--- config.mk ---
export PLATFORM = sky130hd
export DESIGN_NAME = variance_calc_flat
export DESIGN_NICKNAME = d
export VERILOG_FILES = /design/src/rtl/variance_calc_if.sv /design/src/rtl/variance_calc.sv /design/src/flat_wrapper.sv
export SDC_FILE = /design/constraint.sdc
export NUM_CORES = 1
export LEC_CHECK = 0
export BUFFER_PORTS_ARGS = -buffer_cell sky130_fd_sc_hd__buf_2
export CAP_MARGIN = 15
export CORE_ASPECT_RATIO = 1.5
export CORE_UTILIZATION = 45
export CTS_CLUSTER_SIZE = 20
export DETAILED_ROUTE_END_ITERATION = 12
export GPL_TIMING_DRIVEN = 0
export PLACE_DENSITY_LB_ADDON = 0.05
export SETUP_SLACK_MARGIN = 0.2
export SLEW_MARGIN = 20
export SYNTH_ARGS = -nofsm -noshare
export SYNTH_HDL_FRONTEND = slang
export SYNTH_SLANG_ARGS = --single-unit
export TNS_END_PERCENT = 1
--- constraint.sdc ---
create_clock -name clk -period 30 [get_ports clk]
set_input_delay 4.5 -clock clk [delete_from_list [all_inputs] [get_ports clk]]
set_output_delay 4.5 -clock clk [all_outputs]
set_load 0.05 [all_outputs]
--- src/rtl/variance_calc_if.sv ---
`default_nettype none
// ============================================================================
// Module   : variance_calc_if
// Purpose  : Vector-in / variance-out handshake bundle for variance_calc.
// Revision : 1.0
// ============================================================================
interface variance_calc_if #(
    parameter int N  = 4,
    parameter int DW = 16
);
    logic signed [DW-1:0] x [N];
    logic signed [DW-1:0] mean;
    logic                 in_valid;
    logic                 in_ready;
    logic signed [DW-1:0] var_out;
    logic                 out_valid;
    logic                 out_ready;

    modport master (
        output x, mean, in_valid, out_ready,
        input  in_ready, var_out, out_valid
    );

    modport slave (
        input  x, mean, in_valid, out_ready,
        output in_ready, var_out, out_valid
    );
endinterface
`default_nettype wire

--- src/rtl/variance_calc.sv ---
`default_nettype none
// ============================================================================
// Module   : variance_calc
// Purpose  : Sequential population variance of an N-element Q8.8 vector.
// Revision : 1.0
// ============================================================================
module variance_calc #(
    parameter int N    = 4,
    parameter int DW   = 16,
    parameter int FRAC = 8
) (
    input  wire logic        clk,
    input  wire logic        rst_n,
    variance_calc_if.slave   bus
);
    localparam int c_LOGN  = $clog2(N);
    localparam int c_DW1   = DW + 1;
    localparam int c_SQW   = 2 * c_DW1;
    localparam int c_ACCW  = c_SQW + c_LOGN;
    localparam int c_SHIFT = c_LOGN + FRAC;

    localparam logic [c_LOGN-1:0] c_IDX_ONE  = c_LOGN'(1);
    localparam logic [c_LOGN-1:0] c_IDX_LAST = c_LOGN'(N - 1);
    localparam logic [c_ACCW-1:0] c_VMAX_ACC = {{(c_ACCW-DW+1){1'b0}}, {(DW-1){1'b1}}};
    localparam logic [DW-1:0]     c_VMAX_OUT = {1'b0, {(DW-1){1'b1}}};

    typedef enum logic [1:0] {
        S_IDLE  = 2'd0,
        S_ACCUM = 2'd1,
        S_DONE  = 2'd2
    } state_t;

    state_t                r_state;
    state_t                w_next;
    logic signed [DW-1:0]  r_x [N];
    logic signed [DW-1:0]  r_mean;
    logic [c_LOGN-1:0]     r_idx;
    logic [c_ACCW-1:0]     r_acc;
    logic [DW-1:0]         r_var;

    logic                  w_in_ready;
    logic                  w_out_valid;
    logic                  w_last;
    logic signed [DW-1:0]  w_xi;
    logic signed [c_DW1-1:0] w_diff;
    logic signed [c_SQW-1:0] w_sq;
    logic [c_ACCW-1:0]     w_sum;
    logic [c_ACCW-1:0]     w_shift;
    logic [DW-1:0]         w_sat;

    // One element per cycle: sign-extended difference squared into a wide accumulator.
    assign w_xi    = r_x[r_idx];
    assign w_diff  = $signed({w_xi[DW-1], w_xi}) - $signed({r_mean[DW-1], r_mean});
    assign w_sq    = w_diff * w_diff;
    assign w_sum   = r_acc + {{c_LOGN{1'b0}}, w_sq};
    assign w_shift = w_sum >> c_SHIFT;
    assign w_sat   = (w_shift > c_VMAX_ACC) ? c_VMAX_OUT : w_shift[DW-1:0];
    assign w_last  = (r_idx == c_IDX_LAST);

    always_ff @(posedge clk or negedge rst_n) begin
        if (!rst_n) begin
            r_state <= S_IDLE;
        end else begin
            r_state <= w_next;
        end
    end

    always_comb begin
        w_next      = r_state;
        w_in_ready  = 1'b0;
        w_out_valid = 1'b0;
        case (r_state)
            S_IDLE: begin
                w_in_ready = 1'b1;
                if (bus.in_valid) begin
                    w_next = S_ACCUM;
                end
            end
            S_ACCUM: begin
                if (w_last) begin
                    w_next = S_DONE;
                end
            end
            S_DONE: begin
                w_out_valid = 1'b1;
                if (bus.out_ready) begin
                    w_next = S_IDLE;
                end
            end
            default: begin
                w_next = S_IDLE;
            end
        endcase
    end

    always_ff @(posedge clk or negedge rst_n) begin
        if (!rst_n) begin
            for (int i = 0; i < N; i++) begin
                r_x[i] <= '0;
            end
            r_mean <= '0;
            r_idx  <= '0;
            r_acc  <= '0;
            r_var  <= '0;
        end else begin
            case (r_state)
                S_IDLE: begin
                    if (bus.in_valid) begin
                        for (int i = 0; i < N; i++) begin
                            r_x[i] <= bus.x[i];
                        end
                        r_mean <= bus.mean;
                        r_idx  <= '0;
                        r_acc  <= '0;
                    end
                end
                S_ACCUM: begin
                    r_acc <= w_sum;
                    r_idx <= r_idx + c_IDX_ONE;
                    // The result register only moves on entry to DONE, so it holds otherwise.
                    if (w_last) begin
                        r_var <= w_sat;
                    end
                end
                default: begin
                end
            endcase
        end
    end

    assign bus.in_ready  = w_in_ready;
    assign bus.out_valid = w_out_valid;
    assign bus.var_out   = r_var;
endmodule
`default_nettype wire

--- src/flat_wrapper.sv ---
// flat-port wrapper written by rule: the top's interface ports become plain ports
module variance_calc_flat 
#(
    parameter int N    = 4,
    parameter int DW   = 16,
    parameter int FRAC = 8
)
  (clk, rst_n, bus_x, bus_mean, bus_in_valid, bus_out_ready, bus_in_ready, bus_var_out, bus_out_valid);
  variance_calc_if #(.N(N), .DW(DW)) bus_i ();
  input  wire logic clk;
  input  wire logic rst_n;
  input wire logic [$bits(bus_i.x)-1:0] bus_x;
  input wire logic [$bits(bus_i.mean)-1:0] bus_mean;
  input wire logic [$bits(bus_i.in_valid)-1:0] bus_in_valid;
  input wire logic [$bits(bus_i.out_ready)-1:0] bus_out_ready;
  output wire logic [$bits(bus_i.in_ready)-1:0] bus_in_ready;
  output wire logic [$bits(bus_i.var_out)-1:0] bus_var_out;
  output wire logic [$bits(bus_i.out_valid)-1:0] bus_out_valid;
  assign bus_i.x = {>>{bus_x}};
  assign bus_i.mean = bus_mean;
  assign bus_i.in_valid = bus_in_valid;
  assign bus_i.out_ready = bus_out_ready;
  assign bus_in_ready = bus_i.in_ready;
  assign bus_var_out = bus_i.var_out;
  assign bus_out_valid = bus_i.out_valid;
  variance_calc #(.N(N), .DW(DW), .FRAC(FRAC)) u_core (.clk(clk), .rst_n(rst_n), .bus(bus_i));
endmodule
# Yosys cells after proc, flatten, opt, wreduce, memory -nomap -nowiden
# Cells that the tools add are included.
# classes
n_addsub	3
mul	1
magnitude_cmp	2
n_eq_ne	6
mux	14
bitwise_logic	1
n_reduce_logical	6
# op_table
cell	n
36-bit one-hot mux with 2 select lines	1
16-bit two-way mux	3
36-bit by 34-bit adder with 36-bit output	1
36-bit two-way mux	1
17-bit by 17-bit multiplier with 34-bit output	1
16-bit binary-select mux with 2-bit select	1
26-bit by 15-bit > comparator with 1-bit output (second input constant)	1
16-bit by 16-bit subtractor with 17-bit output	1
2-bit two-way mux	4
2-bit one-hot mux with 3 select lines	1
2-bit AND reduction	3
2-bit equality test (second input constant)	2
2-bit inequality test (second input constant)	2
2-bit one-hot mux with 2 select lines	1
3-bit >= comparator (second input constant)	1
2-bit NOT with 3-bit output	1
3-bit AND reduction	1
2-bit by 1-bit adder with 2-bit output (second input constant)	1
2-bit by 1-bit equality test with 1-bit output (second input constant)	1
2-bit zero test	1
1-bit two-way mux	2
2-bit by 1-bit inequality test with 1-bit output (second input constant)	1
2-bit nonzero test	1
# word_totals
regBits	136
in_bits	84
output_inout_bits	18

# Logic depth before layout (Yosys ltp)
# depth
word_depth	9
depth_mapped	52
depth_no_buf	49

# Worst setup path before layout
# Ideal clock, no wire load.
# synth_timing
kind	reg-to-reg
startpoint	register u_core.r_idx[0]
endpoint	register u_core.r_var[11], in the netlist u_core.bus.var_out[11]
setup_ns	0.124
arrival_ns	11.506
t_required_ns	29.876
path_slack_ns	18.370
path_stages_with_launch	47
n_path_buf	4
path_cell_list	dfrtp_1 -> clkbuf_1 -> clkbuf_1 -> mux4_2 -> ha_1 -> nor2b_1 -> o21ai_0 -> a21boi_1 -> o31ai_1 -> a31oi_1 -> and4_1 -> a2111oi_1 -> a21oi_1 -> xor2_1 -> clkbuf_1 -> nand2_1 -> fa_1 -> inv_1 -> [11 not listed] -> a21oi_1 -> o21ai_0 -> a221oi_1 -> a21oi_1 -> a21oi_1 -> o21ai_0 -> xor2_1 -> ha_1 -> a21o_1 -> nor2_1 -> o21ai_0 -> mux2i_1 -> a211oi_1 -> a2111oi_2 -> nand4_1 -> nor4b_4 -> buf_6 -> a21oi_2
# synth_between
elab_chain_cells	9
# synth_rtl
element	line_no	text
start: declaration	variance_calc.sv:37	logic [c_LOGN-1:0] r_idx;
start signal: assignment	variance_calc.sv:119	r_idx <= r_idx + c_IDX_ONE;
2-bit NOT with 3-bit output (not written as such)	variance_calc.sv:52	assign w_xi = r_x[r_idx];
16-bit binary-select mux with 2-bit select	variance_calc.sv:52	
16-bit two-way mux (not written as such) (2 in a row)	variance_calc.sv:52	
16-bit by 16-bit subtractor with 17-bit output	variance_calc.sv:53	assign w_diff = $signed({w_xi[DW-1], w_xi}) - $signed({r_mean[DW-1], r_mean});
17-bit by 17-bit multiplier with 34-bit output	variance_calc.sv:54	assign w_sq = w_diff * w_diff;
36-bit by 34-bit adder with 36-bit output	variance_calc.sv:55	assign w_sum = r_acc + {{c_LOGN{1'b0}}, w_sq};
26-bit by 15-bit > comparator with 1-bit output	variance_calc.sv:57	assign w_sat = (w_shift > c_VMAX_ACC) ? c_VMAX_OUT : w_shift[DW-1:0];
16-bit two-way mux	variance_calc.sv:57	
end signal: assignment	variance_calc.sv:122	r_var <= w_sat;
end: declaration	variance_calc.sv:39	logic [DW-1:0] r_var;
# Parallel ways exist; a longest one is shown, timed or not. The select of a mux whose other input is x is not followed.
# A chain may end at the register's enable or synchronous reset.

# Worst setup path in the final report
# layout_timing
startpoint	register u_core.r_idx[0]
endpoint	register u_core.r_var[13], in the netlist u_core.bus.var_out[13]
# The elaborated chain is that of the path after synthesis.

==> impl_results.md <==
* Status: complete, no violations
* Maximum operating frequency at 70.0 MHz
* Distinct cells, synth at 66
* GRT busiest layer: met2
* Tightest Pin Transition at 1.21 ns
* Initial DRC count at 577
* Vias/cell at 5.20
* Clock latency on the worst-skew pair at 0.43 ns
* Startpoint Class: register
* Most common flop cell mapped by yosys: dfrtp_1
* Chip Width at 164 um
* Area of the mapped netlist at 0.0177 mm2
* Largest stage delay on the critical path at 0.71 ns
* Post-route ant nets at 0
* Period minus WS final at 14.28 ns
* Clock-pin slew on the worst setup and hold paths at 0.06 ns
* Buffer and inverter count on the worst path at 8
* CTS Sinks at 136
* Most frequent cells in the layout: nand2_1, inv_1, fa_1, ha_1, dfrtp_1
* Multi-input logic area at 0.0127 mm2
* All-Layer GR Usage at 25.6%
* Clock tree buffer depth at 2
* Global-route met1 utilization at 31.7%
* Slew Viols, Final at 0
* Setup TNS at 0 ns
* Register area at 0.00340 mm2
* Final worst-path cycle share at 47.6%
* PostCTS Resize Cnt at 0
* # Post-CTS Setup Buffers at 0
* CTS Buf Count at 17
* Slew margin rel. at 18.4%
* Worst flop-to-flop path startpoint: u_core.r_idx[0]$_DFFE_PN0P_
* RD Place Congestion at 0.885
* Worst R2R Setup Slack at 15.72 ns
* RSZ-0062 raised after global routing: no
* IO Count at 102
* Critical path endpoint category: register
* Hold depth at 2
* Fillers at 3,794
* Yosys reg bits at 136
* Port bufs at 101
* Syn nets at 2,454
* Grt met2 use at 46.1%
* Mux contribution to synthesized area at 2.21%
* Grt total ovfl at 0
* Most common cell after layout, fill and taps aside: nand2_1
* Reg-to-reg endpoint: u_core.bus.var_out[13]$_DFFE_PN0P_
* Cell repeated most along the worst path: fa_1
* Die area at 0.0401 mm2
* CTS Hold Bufs at 0
* Post-Syn Instances at 1,960
* Final Setup Violations at 0
* Post-Synth Adder-Cell Area at 40.5%
* Synth Area in Compound Gates at 10.1%
* HP Start: u_core.r_x[8]$_DFFE_PN0P_
* Core Box Area at 0.0385 mm2
* CTS H-tree lvls at 4
* Initial antenna violation count at 1
* Met3 Use GR at 2.45%
* Critical Path Slowest Stage Cell: clkbuf_1
* Area leader, netlist: fa_1
* Syn-to-layout area delta at 10.5%
* Via count at 13,500
* Clock root cell: clkbuf_16
* Worst Hold Path EP: u_core.r_x[8]$_DFFE_PN0P_
* Layout net count at 2,575
* EDFF count, synth at 0
* DRT Pass-1 Iters at 5
* Post-synthesis xor/xnor area fraction at 4.11%
* Wire length per cell at 18.4 um
* Max Clock Skew at 0.0152 ns
* Reg2reg path depth at 46
* Largest net degree at the start of global routing at 93
* Asr flop ratio synth at 100%
* Total length of routed wires at 47,700 um
* Post-DP HPWL at 39,800 um
* Rows at 88
* Average cell area after synthesis at 9.02 um2
* Arr. time, crit path at 14.58 ns
* HP Class: register to register
* CTS tree: done
* # DRC at 0
* Syn. warnings at 0
* Synth area leaders: fa_1, dfrtp_1, ha_1
* Post-synth top area share at 30.7%
* Part of the Yosys area used for sequential elements at 19.3%
* CP Max Fanout at 13
* Vias in the first global route at 14,600
* First-pass GRT wire length at 78,300 um
* Main combinational cell family by area after synthesis: adder cells
* Initial Utilization at 45.9%
* Critical path class: register to register
* ANT cells at 0
* Max-cap violations at 0
* Final-report hold violation count at 0
* Post-synthesis simple-gate area fraction at 14.8%
* Delay-heaviest family, CP: adder cells
* Layout cells sized above 1 at 8.83%
* Critical Path RT at 30.30 ns
* Die H at 245 um
[cells by family (layout without fill, tap and decap cells)]
family,after synthesis,in the layout
compound gates,283,283
fa+ha+maj,410,410
xor+xnor,83,83
mux,19,19
flops,136,136
buf+inv,418,552
simple gates,611,611
[worst register-to-register path, delay by kind of cell, from the launching register on]
| family | cells | cell delay [ns] |
|---|---|---|
| flip-flops | 1 | 0.36 |
| AO/OA/AOI/OAI | 17 | 3.70 |
| XOR/XNOR | 1 | 0.38 |
| AND/OR/NAND/NOR | 9 | 2.10 |
| multiplexers | 2 | 0.80 |
| buffers and inverters | 8 | 2.56 |
| adder cells (fa/ha/maj) | 9 | 4.29 |
[flip-flops by register name, summed over array words and instances (netlist names)]
| name | cells |
|---|---|
| u_core.r_acc | 36 |
| u_core.r_mean | 16 |
| u_core.r_x | 64 |
| u_core.bus.var_out | 16 |
| u_core.r_idx | 2 |
| u_core.r_state | 2 |
[synth_stat cells, drive strengths merged (3+ instances only)]
master,instances
a211oi,12
mux4,16
mux2i,3
buf,10
fa,271
and2,37
o211ai,5
o21a,15
inv,348
nand2,357
a31oi,7
xor2,29
clkbuf,59
dfrtp,136
xnor2,54
o311ai,3
nand3,44
a21o,32
a21boi,6
or2,5
nand4,9
and4,3
o21bai,5
nor2,113
o21ai,88
a2111oi,4
nor3,9
nor2b,12
o31ai,5
a21oi,83
nand2b,7
ha,139
and3,5
[final cells by class]
type                    count  share of cell area, %
plain buffers              69                   1.43
clock buffers              20                   2.34
clock inverters            12                   1.08
inverters                 349                   6.71
multi-input cells        1406                   65.1
flip-flops and latches    136                   17.4
well taps                 495                   3.17
repair buffers            102                   2.78
[worst max path at each step]
stage,from,end,slack [ns],cells after the start
after CTS,u_core.r_idx[0]$_DFFE_PN0P_,u_core.bus.var_out[13]$_DFFE_PN0P_,15.49,47
after global routing,u_core.r_idx[0]$_DFFE_PN0P_,u_core.bus.var_out[6]$_DFFE_PN0P_,14.72,46
after detailed placement,u_core.r_idx[0]$_DFFE_PN0P_,u_core.bus.var_out[13]$_DFFE_PN0P_,15.52,47
after global placement,u_core.r_idx[0]$_DFFE_PN0P_,u_core.bus.var_out[11]$_DFFE_PN0P_,15.56,47
final,u_core.r_idx[0]$_DFFE_PN0P_,u_core.bus.var_out[13]$_DFFE_PN0P_,15.72,46
after floorplan,u_core.r_idx[0]$_DFFE_PN0P_,u_core.bus.var_out[11]$_DFFE_PN0P_,18.37,46
[metrics by stage]
| stage | setup WS (ns) | std cells | instance area, um2 | util [%] | hold WS, ns |
|---|---|---|---|---|---|
| floorplan | 18.37 | 1960 | 17700 | - | 0.440 |
| global placement | 15.56 | 2556 | 18800 | 48.8 | 0.455 |
| detailed placement | 15.52 | 2557 | 18900 | 48.9 | 0.459 |
| CTS | 15.49 | 2589 | 19500 | 50.7 | 0.473 |
| global route | 14.72 | 2589 | 19500 | 50.7 | 0.498 |
| finish | 15.72 | 2589 | 19500 | 50.7 | 0.473 |
[routing by layer]
| layer | part of all wire [%] | routed length (um) | vias to the layer above |
|---|---|---|---|
| met1 | 41 | 19700 | 6753 |
| li1 | - | - | 6392 |
| met4 | 2.9 | 1370 | 2 |
| met5 | 0.027 | 13 | - |
| met3 | 2.4 | 1170 | 70 |
| met2 | 53 | 25400 | 243 |
Power is left out: the tool's default activity adds up to more than one toggle a clock period on the data nets, which glitch-free logic cannot reach.
